===== src/rtl/row_acc_pkg.sv =====
// Shared definitions for the row accumulator: FSM state encoding, default
// widths, and constant helpers for the signed range limits of a given width.
package row_acc_pkg;

  localparam int ELEMENT_WIDTH_DEF = 64;
  localparam int COUNT_WIDTH_DEF   = 8;

  // Widest element the range helpers support; callers truncate to their width.
  localparam int MAX_WIDTH = 128;

  typedef enum logic [0:0] {
    ACCUM = 1'b0,
    HOLD  = 1'b1
  } state_e;

  // Most positive two's complement value of 'width' bits (zero-extended).
  function automatic logic [MAX_WIDTH-1:0] max_pos(input int width);
    max_pos = (MAX_WIDTH'(1) << (width - 1)) - MAX_WIDTH'(1);
  endfunction

  // Most negative two's complement value of 'width' bits (as a width-bit pattern).
  function automatic logic [MAX_WIDTH-1:0] max_neg(input int width);
    max_neg = MAX_WIDTH'(1) << (width - 1);
  endfunction

endpackage


===== src/rtl/row_accumulator_if.sv =====
// Element-in / result-out bundle of the row accumulator.
//
// Handshake: both ports use strict valid/ready. A beat transfers on a rising
// clk edge where valid and ready are both 1. The source holds valid and its
// payload stable until the transfer; valid never waits on ready. Ready may
// depend combinationally on the opposite port (in_ready follows out_ready
// while a result is held), but never on in_valid.
interface row_accumulator_if #(
  parameter int ELEMENT_WIDTH = 64,
  parameter int COUNT_WIDTH   = 8
);

  logic                     in_valid;
  logic                     in_ready;
  logic [ELEMENT_WIDTH-1:0] in_data;
  logic                     in_last;
  logic                     out_valid;
  logic                     out_ready;
  logic [ELEMENT_WIDTH-1:0] out_sum;
  logic [COUNT_WIDTH-1:0]   out_count;
  logic                     out_ovf;

  // Upstream element source plus downstream result sink, seen from outside.
  modport master (
    output in_valid, in_data, in_last, out_ready,
    input  in_ready, out_valid, out_sum, out_count, out_ovf
  );

  // The accumulator itself.
  modport slave (
    input  in_valid, in_data, in_last, out_ready,
    output in_ready, out_valid, out_sum, out_count, out_ovf
  );

endinterface


===== src/rtl/acc_adder.sv =====
// Combinational signed adder with overflow flag.
// Build option ROW_ACC_SATURATE_EN: when defined, an overflowing add clamps to
// the most positive / most negative value; otherwise the add wraps.
module acc_adder
  import row_acc_pkg::*;
#(
  parameter int WIDTH = ELEMENT_WIDTH_DEF
) (
  input  logic [WIDTH-1:0] a,
  input  logic [WIDTH-1:0] b,
  output logic [WIDTH-1:0] sum,
  output logic             ovf
);

  logic [WIDTH-1:0] raw;

  // Overflow when both operands share a sign and the result sign differs.
  always_comb begin
    raw = a + b;
    ovf = (a[WIDTH-1] == b[WIDTH-1]) && (raw[WIDTH-1] != a[WIDTH-1]);
  end

`ifdef ROW_ACC_SATURATE_EN
  localparam logic [WIDTH-1:0] SAT_POS = WIDTH'(max_pos(WIDTH));
  localparam logic [WIDTH-1:0] SAT_NEG = WIDTH'(max_neg(WIDTH));

  // Clamp toward the operands' sign on overflow.
  always_comb begin
    sum = raw;
    if (ovf) begin
      sum = a[WIDTH-1] ? SAT_NEG : SAT_POS;
    end
  end
`else
  // Plain modulo-2^WIDTH result.
  always_comb begin
    sum = raw;
  end
`endif

endmodule


===== src/rtl/row_accumulator.sv =====
// Row accumulator: sums a stream of signed elements into one result per row
// (a row ends at the element flagged in_last) and presents sum, element count
// and overflow flag on a valid/ready result port.
// Build option ROW_ACC_SATURATE_EN selects saturating adds (see acc_adder).
module row_accumulator
  import row_acc_pkg::*;
#(
  parameter int ELEMENT_WIDTH = ELEMENT_WIDTH_DEF,
  parameter int COUNT_WIDTH   = COUNT_WIDTH_DEF
) (
  input  logic               clk,
  input  logic               rst_n,
  row_accumulator_if.slave   bus,
  output state_e             dbg_state
);

  localparam logic [0:0] S_ACCUM = 1'b0;
  localparam logic [0:0] S_HOLD  = 1'b1;

  logic [0:0]               state;
  logic [ELEMENT_WIDTH-1:0] acc;
  logic [COUNT_WIDTH-1:0]   cnt;
  logic                     ovf;

  logic                     accept;
  logic [ELEMENT_WIDTH-1:0] add_a;
  logic [ELEMENT_WIDTH-1:0] add_sum;
  logic                     add_ovf;
  logic [COUNT_WIDTH-1:0]   cnt_base;
  logic [COUNT_WIDTH-1:0]   cnt_next;
  logic                     row_ovf;

  // While a result is held, a new element may only enter as that result drains.
  assign bus.in_ready = (state == S_ACCUM) | ((state == S_HOLD) & bus.out_ready);
  assign accept       = bus.in_valid & bus.in_ready;
  assign dbg_state    = state_e'(state);

  // Running-row operands. In HOLD the accepted element starts a fresh row, so
  // the single adder is seeded with zero instead of the (already cleared) acc.
  always_comb begin
    add_a    = (state == S_ACCUM) ? acc : '0;
    cnt_base = (state == S_ACCUM) ? cnt : '0;
    row_ovf  = ((state == S_ACCUM) & ovf) | add_ovf;
    // Counter sticks at all-ones; the sum keeps accumulating regardless.
    cnt_next = (cnt_base == '1) ? cnt_base : cnt_base + COUNT_WIDTH'(1);
  end

  acc_adder #(
    .WIDTH (ELEMENT_WIDTH)
  ) u_adder (
    .a   (add_a),
    .b   (bus.in_data),
    .sum (add_sum),
    .ovf (add_ovf)
  );

  // Row accumulation, result capture and HOLD/ACCUM sequencing.
  always_ff @(posedge clk or negedge rst_n) begin
    if (!rst_n) begin
      state         <= S_ACCUM;
      acc           <= '0;
      cnt           <= '0;
      ovf           <= 1'b0;
      bus.out_valid <= 1'b0;
      bus.out_sum   <= '0;
      bus.out_count <= '0;
      bus.out_ovf   <= 1'b0;
    end else if (accept && bus.in_last) begin
      // Row closes: publish the result and clear the running row.
      bus.out_sum   <= add_sum;
      bus.out_count <= cnt_next;
      bus.out_ovf   <= row_ovf;
      bus.out_valid <= 1'b1;
      acc           <= '0;
      cnt           <= '0;
      ovf           <= 1'b0;
      state         <= S_HOLD;
    end else if (accept) begin
      // Mid-row element; from HOLD this also means the old result drained.
      acc           <= add_sum;
      cnt           <= cnt_next;
      ovf           <= row_ovf;
      bus.out_valid <= 1'b0;
      state         <= S_ACCUM;
    end else if ((state == S_HOLD) && bus.out_ready) begin
      // Result drained with no new element this cycle.
      bus.out_valid <= 1'b0;
      state         <= S_ACCUM;
    end
  end

  // A held result must not change or vanish while downstream stalls.
  property p_hold_stable;
    @(posedge clk) disable iff (!rst_n)
      (bus.out_valid && !bus.out_ready) |=>
        (bus.out_valid && $stable(bus.out_sum) && $stable(bus.out_count) &&
         $stable(bus.out_ovf));
  endproperty
  a_hold_stable: assert property (p_hold_stable);

  // No element may enter while a result is stalled.
  property p_no_accept_in_stall;
    @(posedge clk) disable iff (!rst_n)
      (bus.out_valid && !bus.out_ready) |-> !bus.in_ready;
  endproperty
  a_no_accept_in_stall: assert property (p_no_accept_in_stall);

endmodule


===== src/flat_wrapper.sv =====
// flat-port wrapper written by rule: the top's interface ports become plain ports
module row_accumulator_flat import row_acc_pkg::*;
#(
  parameter int ELEMENT_WIDTH = ELEMENT_WIDTH_DEF,
  parameter int COUNT_WIDTH   = COUNT_WIDTH_DEF
)
  (clk, rst_n, dbg_state, bus_in_valid, bus_in_data, bus_in_last, bus_out_ready, bus_in_ready, bus_out_valid, bus_out_sum, bus_out_count, bus_out_ovf);
  row_accumulator_if #(.ELEMENT_WIDTH(ELEMENT_WIDTH), .COUNT_WIDTH(COUNT_WIDTH)) bus_i ();
  input  logic clk;
  input  logic rst_n;
  output state_e dbg_state;
  input wire logic [$bits(bus_i.in_valid)-1:0] bus_in_valid;
  input wire logic [$bits(bus_i.in_data)-1:0] bus_in_data;
  input wire logic [$bits(bus_i.in_last)-1:0] bus_in_last;
  input wire logic [$bits(bus_i.out_ready)-1:0] bus_out_ready;
  output wire logic [$bits(bus_i.in_ready)-1:0] bus_in_ready;
  output wire logic [$bits(bus_i.out_valid)-1:0] bus_out_valid;
  output wire logic [$bits(bus_i.out_sum)-1:0] bus_out_sum;
  output wire logic [$bits(bus_i.out_count)-1:0] bus_out_count;
  output wire logic [$bits(bus_i.out_ovf)-1:0] bus_out_ovf;
  assign bus_i.in_valid = bus_in_valid;
  assign bus_i.in_data = bus_in_data;
  assign bus_i.in_last = bus_in_last;
  assign bus_i.out_ready = bus_out_ready;
  assign bus_in_ready = bus_i.in_ready;
  assign bus_out_valid = bus_i.out_valid;
  assign bus_out_sum = bus_i.out_sum;
  assign bus_out_count = bus_i.out_count;
  assign bus_out_ovf = bus_i.out_ovf;
  row_accumulator #(.ELEMENT_WIDTH(ELEMENT_WIDTH), .COUNT_WIDTH(COUNT_WIDTH)) u_core (.clk(clk), .rst_n(rst_n), .bus(bus_i), .dbg_state(dbg_state));
endmodule

===== config.mk =====
export PLATFORM = sky130hd
export DESIGN_NAME = row_accumulator_flat
export DESIGN_NICKNAME = d
export VERILOG_FILES = /design/src/rtl/row_acc_pkg.sv /design/src/rtl/row_accumulator_if.sv /design/src/rtl/acc_adder.sv /design/src/rtl/row_accumulator.sv /design/src/flat_wrapper.sv
export SDC_FILE = /design/constraint.sdc
export NUM_CORES = 1
export LEC_CHECK = 0
export CAP_MARGIN = 40
export CORE_ASPECT_RATIO = 1.75
export CORE_MARGIN = 2
export CORE_UTILIZATION = 40
export CTS_BUF_LIST = sky130_fd_sc_hd__clkbuf_8
export CTS_CLUSTER_DIAMETER = 200
export DETAILED_ROUTE_END_ITERATION = 10
export GPL_TIMING_DRIVEN = 1
export HOLD_SLACK_MARGIN = 0.06
export PLACE_DENSITY = 0.61
export SLEW_MARGIN = 20
export SYNTH_ARGS = -nofsm -noshare
export SYNTH_HDL_FRONTEND = slang
export SYNTH_HIERARCHICAL = 1
export SYNTH_SLANG_ARGS = --single-unit

===== constraint.sdc =====
create_clock -name clk -period 9.5 [get_ports clk]
set_clock_uncertainty 0.2 [all_clocks]
set_input_delay 1.9 -clock clk [delete_from_list [all_inputs] [get_ports clk]]
set_output_delay 1.9 -clock clk [all_outputs]
set_load 0.03 [all_outputs]

==> results_dict.tcl <==
set metrics [dict create \
    final_area_um2 12300 \
    insertedDiodeCount 0 \
    cts_made_buffers 17 \
    cts_root_buffer "clkbuf_8" \
    timing.fmax_mhz 166 \
    hold_path_depth 1 \
    synth.most_common_cell "o21ai_0" \
    dieHeight_um 218 \
    worstMarginPinSlew_ps 834 \
    post-cts-setup-buffer-count 0 \
    totalPowerFinal_w 0.00291 \
    gp_congestion 0.893 \
    startpoint "bus_out_ready" \
    start_kind "input port" \
    dp_hpwl_um 21900 \
    cp.required_ps 7400 \
    synth_top_family_by_area "compound AO/OA/AOI/OAI gates" \
    synth_area_leaders "dfrtp_1 35%, o21ai_0 8.0%, ha_1 7.5%" \
    grt_pass1_vias 9124 \
    synthCells 1156 \
    ys_types 76 \
    yosys.area_share.simple_pct 17.3 \
    yosysWarnings 6 \
    max-vdd-ir-drop_mv 0.130 \
    use_met1_pct 24.3 \
    grtUsageMet3_pct 3.97 \
    seq_power_share_pct 32.2 \
    cp_max_fo 76 \
    period_needed_ps 6020 \
    cts_htree_levels 4 \
    drt-pass1-iter-count 5 \
    multi_input_area_um2 6270 \
    cts_resized 0 \
    grt_max_degree 77 \
    synthMuxAreaShare_pct 7.09 \
    use_met2_pct 40.8 \
    dieArea_um2 27500 \
    drive_gt1_share_pct 10.3 \
    core-area_um2 25900 \
    cts_buffer_depth 2 \
    status "completed" \
    maxSlewViolCount 0 \
    wl_per_cell_um 18.9 \
    rsz0062_at_grt "no" \
    yosysTopAreaCellShare_pct 35.2 \
    ios 145 \
    clkPwrFrac_pct 16.3 \
    synth_edf_count 0 \
    clock_latency_ps 500 \
    setup_violations 0 \
    start_util_pct 40.4 \
    hold_viol_final 0 \
    vias 8953 \
    port_buffers 144 \
    maxCapViolations 0 \
    top_usage_layer "met2" \
    ys_ff_latch 147 \
    criticalPathCategory "in -> out" \
    rows 78 \
    switching_power_w 0.00122 \
    ys_async_sr_fraction_pct 100 \
    synth_ff_type "dfrtp_1" \
    whs_ps 294 \
    crit_path_end_kind "output pin" \
    wl_um 29900 \
    worst-r2r-setup-slack_ps 4580 \
    synth.avg_cell_area_um2 9.04 \
    cts_tree "yes" \
    p_int_w 0.00169 \
    drc 0 \
    postRouteAntennaNets 0 \
    fillers 2503 \
    synth_compound_area_share_pct 22.6 \
    leakagePower_nw 5.21 \
    hold_buffers 0 \
    timing.rr.start "u_core/dbg_state" \
    antenna_found_initial 0 \
    synthXorXnorAreaFrac_pct 5.19 \
    post_dp_cell_area_um2 12000 \
    hp-class "reg -> reg" \
    cts.sinks 147 \
    grtUsageTotal_pct 22.0 \
    crit_arrival_ps 3920 \
    layout.cells.non_filler 1582 \
    nNetsFinal 1382 \
    syn2layout_area_growth_pct 18.0 \
    switching_share_pct 42.0 \
    worstRegToRegCells 14 \
    dp_cells 1550 \
    power_frac_comb_pct 51.5 \
    hp-start "u_core/ovf" \
    vias_per_cell 5.66 \
    clk_pin_slew_ps 80 \
    slew_headroom_pct 44.4 \
    tns_ps 0 \
    synthAdderAreaFrac_pct 7.73 \
    netlist_area_um2 10500 \
    seqCellArea_um2 3680 \
    die-width_um 126 \
    period_share_pct 63.3 \
    ys_top_cells_by_count "167 x o21ai_0, 147 x dfrtp_1, 91 x a21oi_1" \
    p_per_area_nw_per_um2 236 \
    yosysTopAreaCell "dfrtp_1" \
    drt_iter0_drc 529 \
    syn-num-nets 1289 \
    ys_seq_area_share_pct 35.2 \
    grt_overflow 0 \
    grt_pass1_wl_um 47600 \
]
## power by group through the flow
| stage | logic, W | registers [W] | clock network, W |
|---|---|---|---|
| floorplan | 0.000702 | 0.00121 | 0 |
| global placement | 0.00149 | 0.000949 | 0 |
| detailed placement | 0.00150 | 0.000953 | 0 |
| CTS | 0.00151 | 0.000942 | 0.000493 |
| global route | 0.00162 | 0.000966 | 0.000517 |
| finish | 0.00150 | 0.000939 | 0.000474 |
## cell families after synthesis
kind of cell,after synthesis
flip-flops,147
adder cells (fa/ha/maj),64
multiplexers,66
XOR/XNOR,62
AO/OA/AOI/OAI,387
buffers and inverters,102
AND/OR/NAND/NOR,328
## through the flow
| stage | worst slack, ps | utilization, % |
|---|---|---|
| floorplan | 4770 | - |
| global placement | 3450 | 46.1 |
| detailed placement | 3440 | 46.3 |
| CTS | 3440 | 47.7 |
| global route | 3380 | 47.7 |
| finish | 3480 | 47.7 |
## path summary, 6_finish.rpt
kind	endpoint
worst max-delay path	bus_in_ready
worst min-delay path	u_core/ovf
worst max register to register	u_core/bus.out_sum[58]
worst min register to register	u_core/ovf
max in group asynchronous	u_core/bus.out_sum[27]
min in group asynchronous	u_core/cnt[0]
## worst max-delay path, stage by stage
cell and delay, ps:
clkdlybuf4s50_1 440, nor2b_4 110, buf_4 610, inv_4 180, clkdlybuf4s50_1 650
## routing by layer
metal	vias up	part of all wire, %
met2	212	54
met4	0	3.5
met1	4342	39
met5	-	0
met3	57	3.2
li1	4342	-
## registers in the layout (all words and copies together), names as in the netlist
signal and count:
u_core/cnt 8, u_core/dbg_state 1, u_core/acc 64, u_core/ovf 1
u_core/bus.out_sum 64, u_core/bus.out_count 8, u_core/bus.out_ovf 1
## final cells by class
type                       count  share of cell area [%]
clock inverter                12                   0.730
inverter                      23                   0.720
clock buffer                  20                    2.23
multi-input combinational    907                    50.8
sequential                   147                    29.8
timing repair buffer         153                    12.5
tap                          320                    3.24
## layout by cell type (no fill, tap or decap), types with 3 or more instances in the layout
master / n
or2_2: 4
nand2_1: 68
and3_1: 3
o221ai_1: 3
ha_1: 63
a21o_1: 18
a221oi_1: 3
a21oi_1: 91
nor3b_1: 4
nor4_1: 5
o211ai_1: 5
nand3_1: 10
nor3_1: 10
mux2_2: 64
o31ai_1: 5
o21bai_1: 11
a211oi_1: 10
a31oi_1: 12
nand4_1: 25
o21a_1: 10
a21boi_0: 3
nor2b_1: 72
inv_1: 23
a21oi_2: 4
nand2b_1: 67
nor2_1: 41
dfrtp_1: 146
clkbuf_8: 20
clkinv_2: 6
xnor2_1: 36
a41oi_1: 4
and2_1: 3
clkinvlp_4: 3
xor2_1: 26
buf_4: 7
o21ai_0: 167
o21ai_1: 10
clkdlybuf4s50_1: 142
and4_1: 3
No activity file was read; power rests on OpenSTA's default activity.
